==> src/rtl/sblock_cfg_pkg.sv <==
// Shared constants and FSM state type for the switch-block configuration loader.
package sblock_cfg_pkg;

  localparam int SBLK_BITS_W = 18;
  localparam int SBLK_DOTS   = 9;

  typedef enum logic [2:0] {
    IDLE,
    LOAD,
    WRITE,
    CHECK,
    DONE
  } cfg_state_t;

endpackage

==> src/rtl/sblock_cfg_deser.sv <==
// Beat deserializer: shifts DATA_W-wide beats MSB-first into an 18-bit frame.
// `frame` already includes the beat being accepted, so it is valid alongside `frame_done`.
module sblock_cfg_deser
  import sblock_cfg_pkg::*;
#(
  parameter int DATA_W = 6
) (
  input  logic                   clk,
  input  logic                   rst,
  input  logic                   clear,
  input  logic                   beat_valid,
  input  logic [DATA_W-1:0]      beat,
  output logic [SBLK_BITS_W-1:0] frame,
  output logic                   frame_done
);

  localparam int BEATS = SBLK_BITS_W / DATA_W;
  localparam int CNT_W = (BEATS > 1) ? $clog2(BEATS) : 1;

  logic [SBLK_BITS_W-1:0] shift_q;
  logic [CNT_W-1:0]       cnt_q;

  always_comb begin
    frame      = (shift_q << DATA_W) | SBLK_BITS_W'(beat);
    frame_done = beat_valid && (cnt_q == CNT_W'(BEATS - 1));
  end

  // NOTE: sequential state uses non-blocking assignments so every register
  // samples pre-edge values regardless of statement order.
  always_ff @(posedge clk) begin
    if (rst || clear) begin
      shift_q <= '0;
      cnt_q   <= '0;
    end else if (beat_valid) begin
      shift_q <= frame;
      cnt_q   <= frame_done ? '0 : cnt_q + 1'b1;
    end
  end

endmodule

==> src/rtl/sblock_cfg_loader.sv <==
// Switch-block configuration loader: packs a beat stream into frames and strobes
// them into blocks 0..NUM_BLOCKS-1. Define SBLK_CFG_CHECKSUM_EN for the XOR checksum beat.
module sblock_cfg_loader
  import sblock_cfg_pkg::*;
#(
  parameter int NUM_BLOCKS = 4,
  parameter int DATA_W     = 6
) (
  input  logic                   clk,
  input  logic                   rst,
  input  logic                   start,
  input  logic [DATA_W-1:0]      cfg_data,
  input  logic                   cfg_valid,
  output logic                   cfg_ready,
  output logic [SBLK_BITS_W-1:0] bits,
  output logic [NUM_BLOCKS-1:0]  wr_en,
  output logic                   busy,
  output logic                   done,
  output logic                   err
);

  localparam int IDX_W = (NUM_BLOCKS > 1) ? $clog2(NUM_BLOCKS) : 1;
  localparam logic [IDX_W-1:0] LAST_IDX = IDX_W'(NUM_BLOCKS - 1);

  cfg_state_t             state_q, state_d;
  logic [IDX_W-1:0]       idx_q;
  logic [SBLK_DOTS-1:0]   h_dots_q, v_dots_q;
  logic                   done_q;
  logic                   accept, load_beat, start_pass, frame_done;
  logic [SBLK_BITS_W-1:0] frame;

  // Handshake and strobes decode only the state register, never cfg_valid.
  assign cfg_ready  = (state_q == LOAD) || (state_q == CHECK);
  assign busy       = state_q inside {LOAD, WRITE, CHECK};
  assign wr_en      = (state_q == WRITE) ? (NUM_BLOCKS'(1) << idx_q) : '0;
  assign accept     = cfg_valid && cfg_ready;
  assign load_beat  = accept && (state_q == LOAD);
  assign start_pass = start && ((state_q == IDLE) || (state_q == DONE));
  assign bits       = {h_dots_q, v_dots_q};
  assign done       = done_q;

  sblock_cfg_deser #(.DATA_W(DATA_W)) u_deser (
    .clk        (clk),
    .rst        (rst),
    .clear      (start_pass),
    .beat_valid (load_beat),
    .beat       (cfg_data),
    .frame      (frame),
    .frame_done (frame_done)
  );

  // NOTE: state_d is defaulted before the case so no path leaves it unassigned
  // and no latch is inferred.
  always_comb begin
    state_d = state_q;
    case (state_q)
      IDLE, DONE: if (start) state_d = LOAD;
      LOAD:       if (frame_done) state_d = WRITE;
      WRITE: begin
        if (idx_q == LAST_IDX) begin
`ifdef SBLK_CFG_CHECKSUM_EN
          state_d = CHECK;
`else
          state_d = DONE;
`endif
        end else begin
          state_d = LOAD;
        end
      end
      CHECK:      if (accept) state_d = DONE;
      default:    state_d = IDLE;
    endcase
  end

  always_ff @(posedge clk) begin
    if (rst) begin
      state_q  <= IDLE;
      idx_q    <= '0;
      h_dots_q <= '0;
      v_dots_q <= '0;
      done_q   <= 1'b0;
    end else begin
      state_q <= state_d;
      if (start_pass) begin
        idx_q  <= '0;
        done_q <= 1'b0;
      end else begin
        if (state_q == WRITE && idx_q != LAST_IDX) idx_q <= idx_q + 1'b1;
        if (state_d == DONE && state_q != DONE) done_q <= 1'b1;
      end
      // The shared bus changes only on frame completion so blocks see a stable value.
      if (frame_done) {h_dots_q, v_dots_q} <= frame;
    end
  end

`ifdef SBLK_CFG_CHECKSUM_EN
  logic [DATA_W-1:0] acc_q;
  logic              err_q;

  always_ff @(posedge clk) begin
    if (rst || start_pass) begin
      acc_q <= '0;
      err_q <= 1'b0;
    end else if (load_beat) begin
      acc_q <= acc_q ^ cfg_data;
    end else if (accept && state_q == CHECK) begin
      err_q <= (acc_q ^ cfg_data) != '0;
    end
  end

  assign err = err_q;
`else
  assign err = 1'b0;
`endif

endmodule

==> config.mk <==
export PLATFORM = sky130hd
export DESIGN_NAME = sblock_cfg_loader
export DESIGN_NICKNAME = d
export VERILOG_FILES = /design/src/rtl/sblock_cfg_pkg.sv /design/src/rtl/sblock_cfg_deser.sv /design/src/rtl/sblock_cfg_loader.sv
export SDC_FILE = /design/constraint.sdc
export NUM_CORES = 1
export LEC_CHECK = 0
export CORE_UTILIZATION = 35
export CTS_BUF_LIST = sky130_fd_sc_hd__clkbuf_2 sky130_fd_sc_hd__clkbuf_4 sky130_fd_sc_hd__clkbuf_8
export DETAILED_ROUTE_END_ITERATION = 6
export HOLD_SLACK_MARGIN = 0.06
export SLEW_MARGIN = 5
export SYNTH_ARGS = -nofsm -noshare
export SYNTH_HDL_FRONTEND = slang
export SYNTH_SLANG_ARGS = --single-unit
==> constraint.sdc <==
create_clock -name clk -period 1.4 [get_ports clk]
set_input_delay 0.28 -clock clk [delete_from_list [all_inputs] [get_ports clk]]
set_output_delay 0.28 -clock clk [all_outputs]
set_load 0.1 [all_outputs]
== Word level (Yosys, flattened, before mapping) ==
Index checks and enable logic that the tools add are counted.

* Add/subtract/negate cells: 2
* Eq/ne operators: 9
* Shift operators: 1
* Multiplexer cells: 7
* Bitwise gates (word level): 1
* Reductions and logical operators: 13

{| class="wikitable"
|+ Operators by type and width
! operator !! number
|-
| 18-bit by 6-bit OR with 18-bit output || 1
|-
| 3-bit 2-to-1 mux || 4
|-
| 3-bit one-hot mux with 4 select lines || 1
|-
| 3-bit by 2-bit equality test with 1-bit output (second input constant) || 2
|-
| 3-bit equality test (second input constant) || 2
|-
| 1-bit logical AND || 6
|-
| 2-bit by 1-bit adder with 2-bit output (second input constant) || 2
|-
| 2-bit equality test (second input constant) || 2
|-
| 4-bit 2-to-1 mux || 1
|-
| 2-bit OR reduction || 2
|-
| 1-bit by 2-bit left shift with 4-bit output (first input constant) || 1
|-
| 3-bit by 1-bit equality test with 1-bit output (second input constant) || 1
|-
| 3-bit zero test || 1
|-
| 1-bit logical OR || 3
|-
| 3-bit != test (second input constant) || 1
|-
| 3-bit nonzero test || 1
|-
| 2-bit 2-to-1 mux || 1
|-
| 2-bit != test (second input constant) || 1
|}

* Flip-flop bits (word level): 38
* Input port bits: 10
* Output and inout port bits: 26
* Logic and storage cells: 40

== Longest topological paths before layout ==
* Word-level depth: 9
* Depth in mapped cells: 6
* Mapped depth without buffers: 5

== Hierarchy ==
A second synthesis with hierarchy kept.

* Cells, all modules: 158
* Area total of the unflattened synthesis: 1606.5 um2

{| class="wikitable"
|+ By module, submodules not included
! module !! times used !! cells an instance !! area an instance (um2)
|-
| sblock_cfg_loader || 1 || 102 || 1038.5
|-
| sblock_cfg_deser || 1 || 56 || 568.0
|}

== Least setup slack after synthesis ==
Ideal clock, no wire load.

* Path type: reg2out
* From: reg state_q[0]
* To: out busy
* Arrival: 1.797 ns
* Slack: -0.677 ns
* Stages on the path, launching flop included: 3
* Cells stage by stage: dfxtp_1 -> nor2_2 -> nor2_1

* Longest elaborated chain between the ends: 2
* Elaborated cells between the ends (all ways): 4
* Classes of those cells: eq/ne: 3; reduce/logical: 1

{| class="wikitable"
|+ RTL lines
! item !! line !! RTL
|-
| start, declared || sblock_cfg_loader.sv:25 || <nowiki>cfg_state_t state_q, state_d;</nowiki>
|-
| start signal, assigned || sblock_cfg_loader.sv:83 || <nowiki>state_q <= state_d;</nowiki>
|-
| 3-bit by 1-bit equality test with 1-bit output or 3-bit by 2-bit equality test with 1-bit output (tied branches) || sblock_cfg_loader.sv:34 || <nowiki>assign busy = state_q inside {LOAD, WRITE, CHECK};</nowiki>
|-
| 3-bit nonzero test * || sblock_cfg_loader.sv:34 ||
|-
| end, declared || sblock_cfg_loader.sv:17 || <nowiki>output logic busy,</nowiki>
|}

Every way passes the cells marked *; elsewhere a longest branch is shown, timed or not.

== Final worst setup path ==
* From: reg state_q[0]
* To: out wr_en[3]

* Longest elaborated chain between the ends: 2

{| class="wikitable"
|+ RTL lines
! item !! line !! RTL
|-
| 3-bit by 2-bit equality test with 1-bit output || sblock_cfg_loader.sv:35 || <nowiki>assign wr_en = (state_q == WRITE) ? (NUM_BLOCKS'(1) << idx_q) : '0;</nowiki>
|-
| 4-bit 2-to-1 mux || sblock_cfg_loader.sv:35 ||
|-
| end, declared || sblock_cfg_loader.sv:16 || <nowiki>output logic [NUM_BLOCKS-1:0] wr_en,</nowiki>
|}

Every way passes these cells.

==> flow_summary_export.csv <==
group,metric,value,unit
run_status,outcome,"complete, but fails checks",
run_status,violations,"setup timing",
yosys,ys_seq_area_frac,0.437,
clock_network,root_buffer,"clkbuf_8",
sta,rsz0062_at_grt,"true",
die,dieWidth,72.5,µm
placement,post-place-ws,-0.237,ns
min_path,hold_depth,3,
sta,setup_viol,15,
yosys,yosys_warnings,0,
clock_network,clock_latency,0.29,ns
routing,vias_per_cell,4.47,
placement,gp_congestion,0.728,
critical_path,reg2reg_depth,7,
critical_path,cp-end-kind,"output port",
sta,post-route-period-util,1.10,
clock_network,cts_htree_levels,2,
power_and_ir_drop,power,2.30,mW
critical_path,arrival,1.26,ns
grt,grt_pass1_wl,5.87,mm
die,die_h,72.5,µm
power_and_ir_drop,p_leak,0.994,nW
clock_network,cts_hold_buf,0,
die,rows,25,
yosys,synth_seq_cells,38,
yosys,synth_top_area_cell,"dfxtp_1",
min_path,hold_path.class,"input port to flop",
grt,grt_usage,0.145,
routing,routedWlPerCell,12.0,µm
grt,busiest_layer,"met2",
die,ios,36,
clock_network,cts_buffer_depth,2,
sta,setup_tns,-0.651,ns
clock_network,cts_tree,"built",
grt,grt_max_degree,27,
finish,syn_to_final_growth,60.4,%
grt,antenna_found_initial,0,
routing,drtAntennaViolNets,0,
critical_path,critical_path_required,1.12,ns
routing,dr.pass1.iters,4,
power_and_ir_drop,power.density,826,nW/µm²
yosys,synth.avg_cell_area,9.45,µm²
grt,grt_pass1_vias,1305,
routing,route.vias.total,1355,
grt,gr-usage-met1,0.182,
routing,drtIter0Drc,62,
yosys,synth_cells,184,
yosys,synth_top_area_frac,0.437,
sta,fin_ws,-0.140,ns
critical_path,criticalPathCategory,"flop to output port",
placement,port_buffers,34,
clock_network,clk_pin_slew,0.07,ns
finish,nNetsFinal,251,
die,initial_core_util,0.366,
critical_path,path_max_fanout,4,
grt,overflow,0,
critical_path,start_kind,"flop",
power_and_ir_drop,worst_ir_drop_vdd,0.000758,V
die,core,4750,µm²
finish,drive_above_1_share,0.352,
sta,finalMaxSlewViolations,0,
yosys,synth.distinct_cells,29,
flow_run,maxCapViolCount,0,
grt,use_met2,0.238,
yosys,synth.area.top_cells,"dfxtp_1, nand2b_1, mux2i_1",
finish,antenna_cells,0,
finish,final_common_cell,"nand2b_1",
sta,holdWs,0.387,ns
sta,hold_viol_final,0,
clock_network,clock_sinks,38,
grt,grt_use_met3,0.0333,
sta,fin_crit,1.54,ns
sta,skew,0.00254,ns
sta,maxClockFrequency,649,MHz
die,die-area,5250,µm²
finish,fill_cells,415,
finish,final_cell_mix,"nand2b_1, dfxtp_1, buf_12",
routing,wl,3.64,mm
yosys,synth_nets,199,
yosys,syn-cell-area,1740,µm²
clock_network,cts_buffers,5,
placement,place_hpwl,2.40,mm
routing,post-route-drc-count,0,
[per-stage QoR]
step           instances  instance area [µm²]   util
4_1_cts              301                 2720  0.572
3_5_place_dp         288                 2550  0.536
5_1_grt              303                 2790  0.587
2_1_floorplan        184                 1770      -
6_report             303                 2790  0.587
3_3_place_gp         288                 2550  0.536
[flip-flops by register name (all words and copies together) (netlist names)]
name,cells
done,1
h_dots_q,9
idx_q,2
state_q,3
u_deser.cnt_q,2
u_deser.shift_q,12
v_dots_q,9
[logic make-up (layout without fill, tap and decap cells)]
family / Yosys count / in the layout / synth area share
muxes: 20 / 20 / 0.116
DFF: 38 / 38 / 0.437
AOI/OAI and AO/OA: 21 / 21 / 0.0763
buffers and inverters: 15 / 67 / 0.0453
adders and majority gates: 5 / 5 / 0.0360
other: 1 / 1 / 0.00216
and+or+nand+nor: 83 / 83 / 0.282
xor gates and xnor gates: 1 / 1 / 0.00504
[timing repair]
item | 4_1_cts | 5_1_grt
endpoints found under the setup margin | 6 | 23
gates resized for setup | 5 | 11
hold endpoints to repair | 0 | 0
gates cloned | 0 | 1
buffers inserted | 7 | 2
pin swaps | 5 | 6
[per-layer routing]
metal / vias to the layer above / routed length [µm] / share of wire
li1: 699 / - / -
met1: 627 / 1760 / 0.48
met2: 22 / 1730 / 0.48
met3: 7 / 97 / 0.027
met4: 0 / 55 / 0.015
met5: - / 0 / 0
[cells in the mapped netlist (all sizes together)]
| master | number |
|---|---|
| ha | 5 |
| clkbuf | 4 |
| a211oi | 1 |
| or3 | 2 |
| conb | 1 |
| mux2 | 1 |
| mux2i | 19 |
| a21o | 1 |
| nor2 | 5 |
| nand3b | 3 |
| dfxtp | 38 |
| buf | 6 |
| and4bb | 1 |
| nand2b | 38 |
| nor3b | 1 |
| nand2 | 27 |
| o21ai | 1 |
| nand4bb | 1 |
| and2 | 4 |
| inv | 5 |
| xnor2 | 1 |
| a21oi | 18 |
| nor4b | 1 |
[critical path, stage by stage, from the launching register on]
cell and delay [ns]:
dfxtp_4 0.35, nor3b_2 0.16, buf_4 0.14, and2_4 0.15
buf_12 0.17
[worst paths after layout]
kind                                         start     endpoint  slack [ns]
worst max register to register          state_q[0]  v_dots_q[0]       -0.02
worst max-delay path                    state_q[0]     wr_en[3]       -0.14
worst min register to register  u_deser.shift_q[6]  h_dots_q[3]        0.47
worst min-delay path                     cfg_valid   state_q[1]        0.39
[power breakdown]
part / switching (mW) / internal, mW / leakage, nW
registers: 0.00695 / 1.09 / 0.309
clock network: 0.371 / 0.570 / 0.0573
logic: 0.144 / 0.125 / 0.627
total: 0.522 / 1.78 / 0.994
[final cells by class]
cell class / count / area [µm²] / area share
Multi-Input combinational cell: 131 / 976 / 0.350
Clock inverter: 1 / 30.0 / 0.0108
Sequential cell: 38 / 772 / 0.277
Timing Repair Buffer: 55 / 822 / 0.295
Inverter: 5 / 22.5 / 0.00808
Clock buffer: 6 / 82.6 / 0.0296
Tap cell: 67 / 83.8 / 0.0301
No activity file was read; power rests on OpenSTA's default activity.
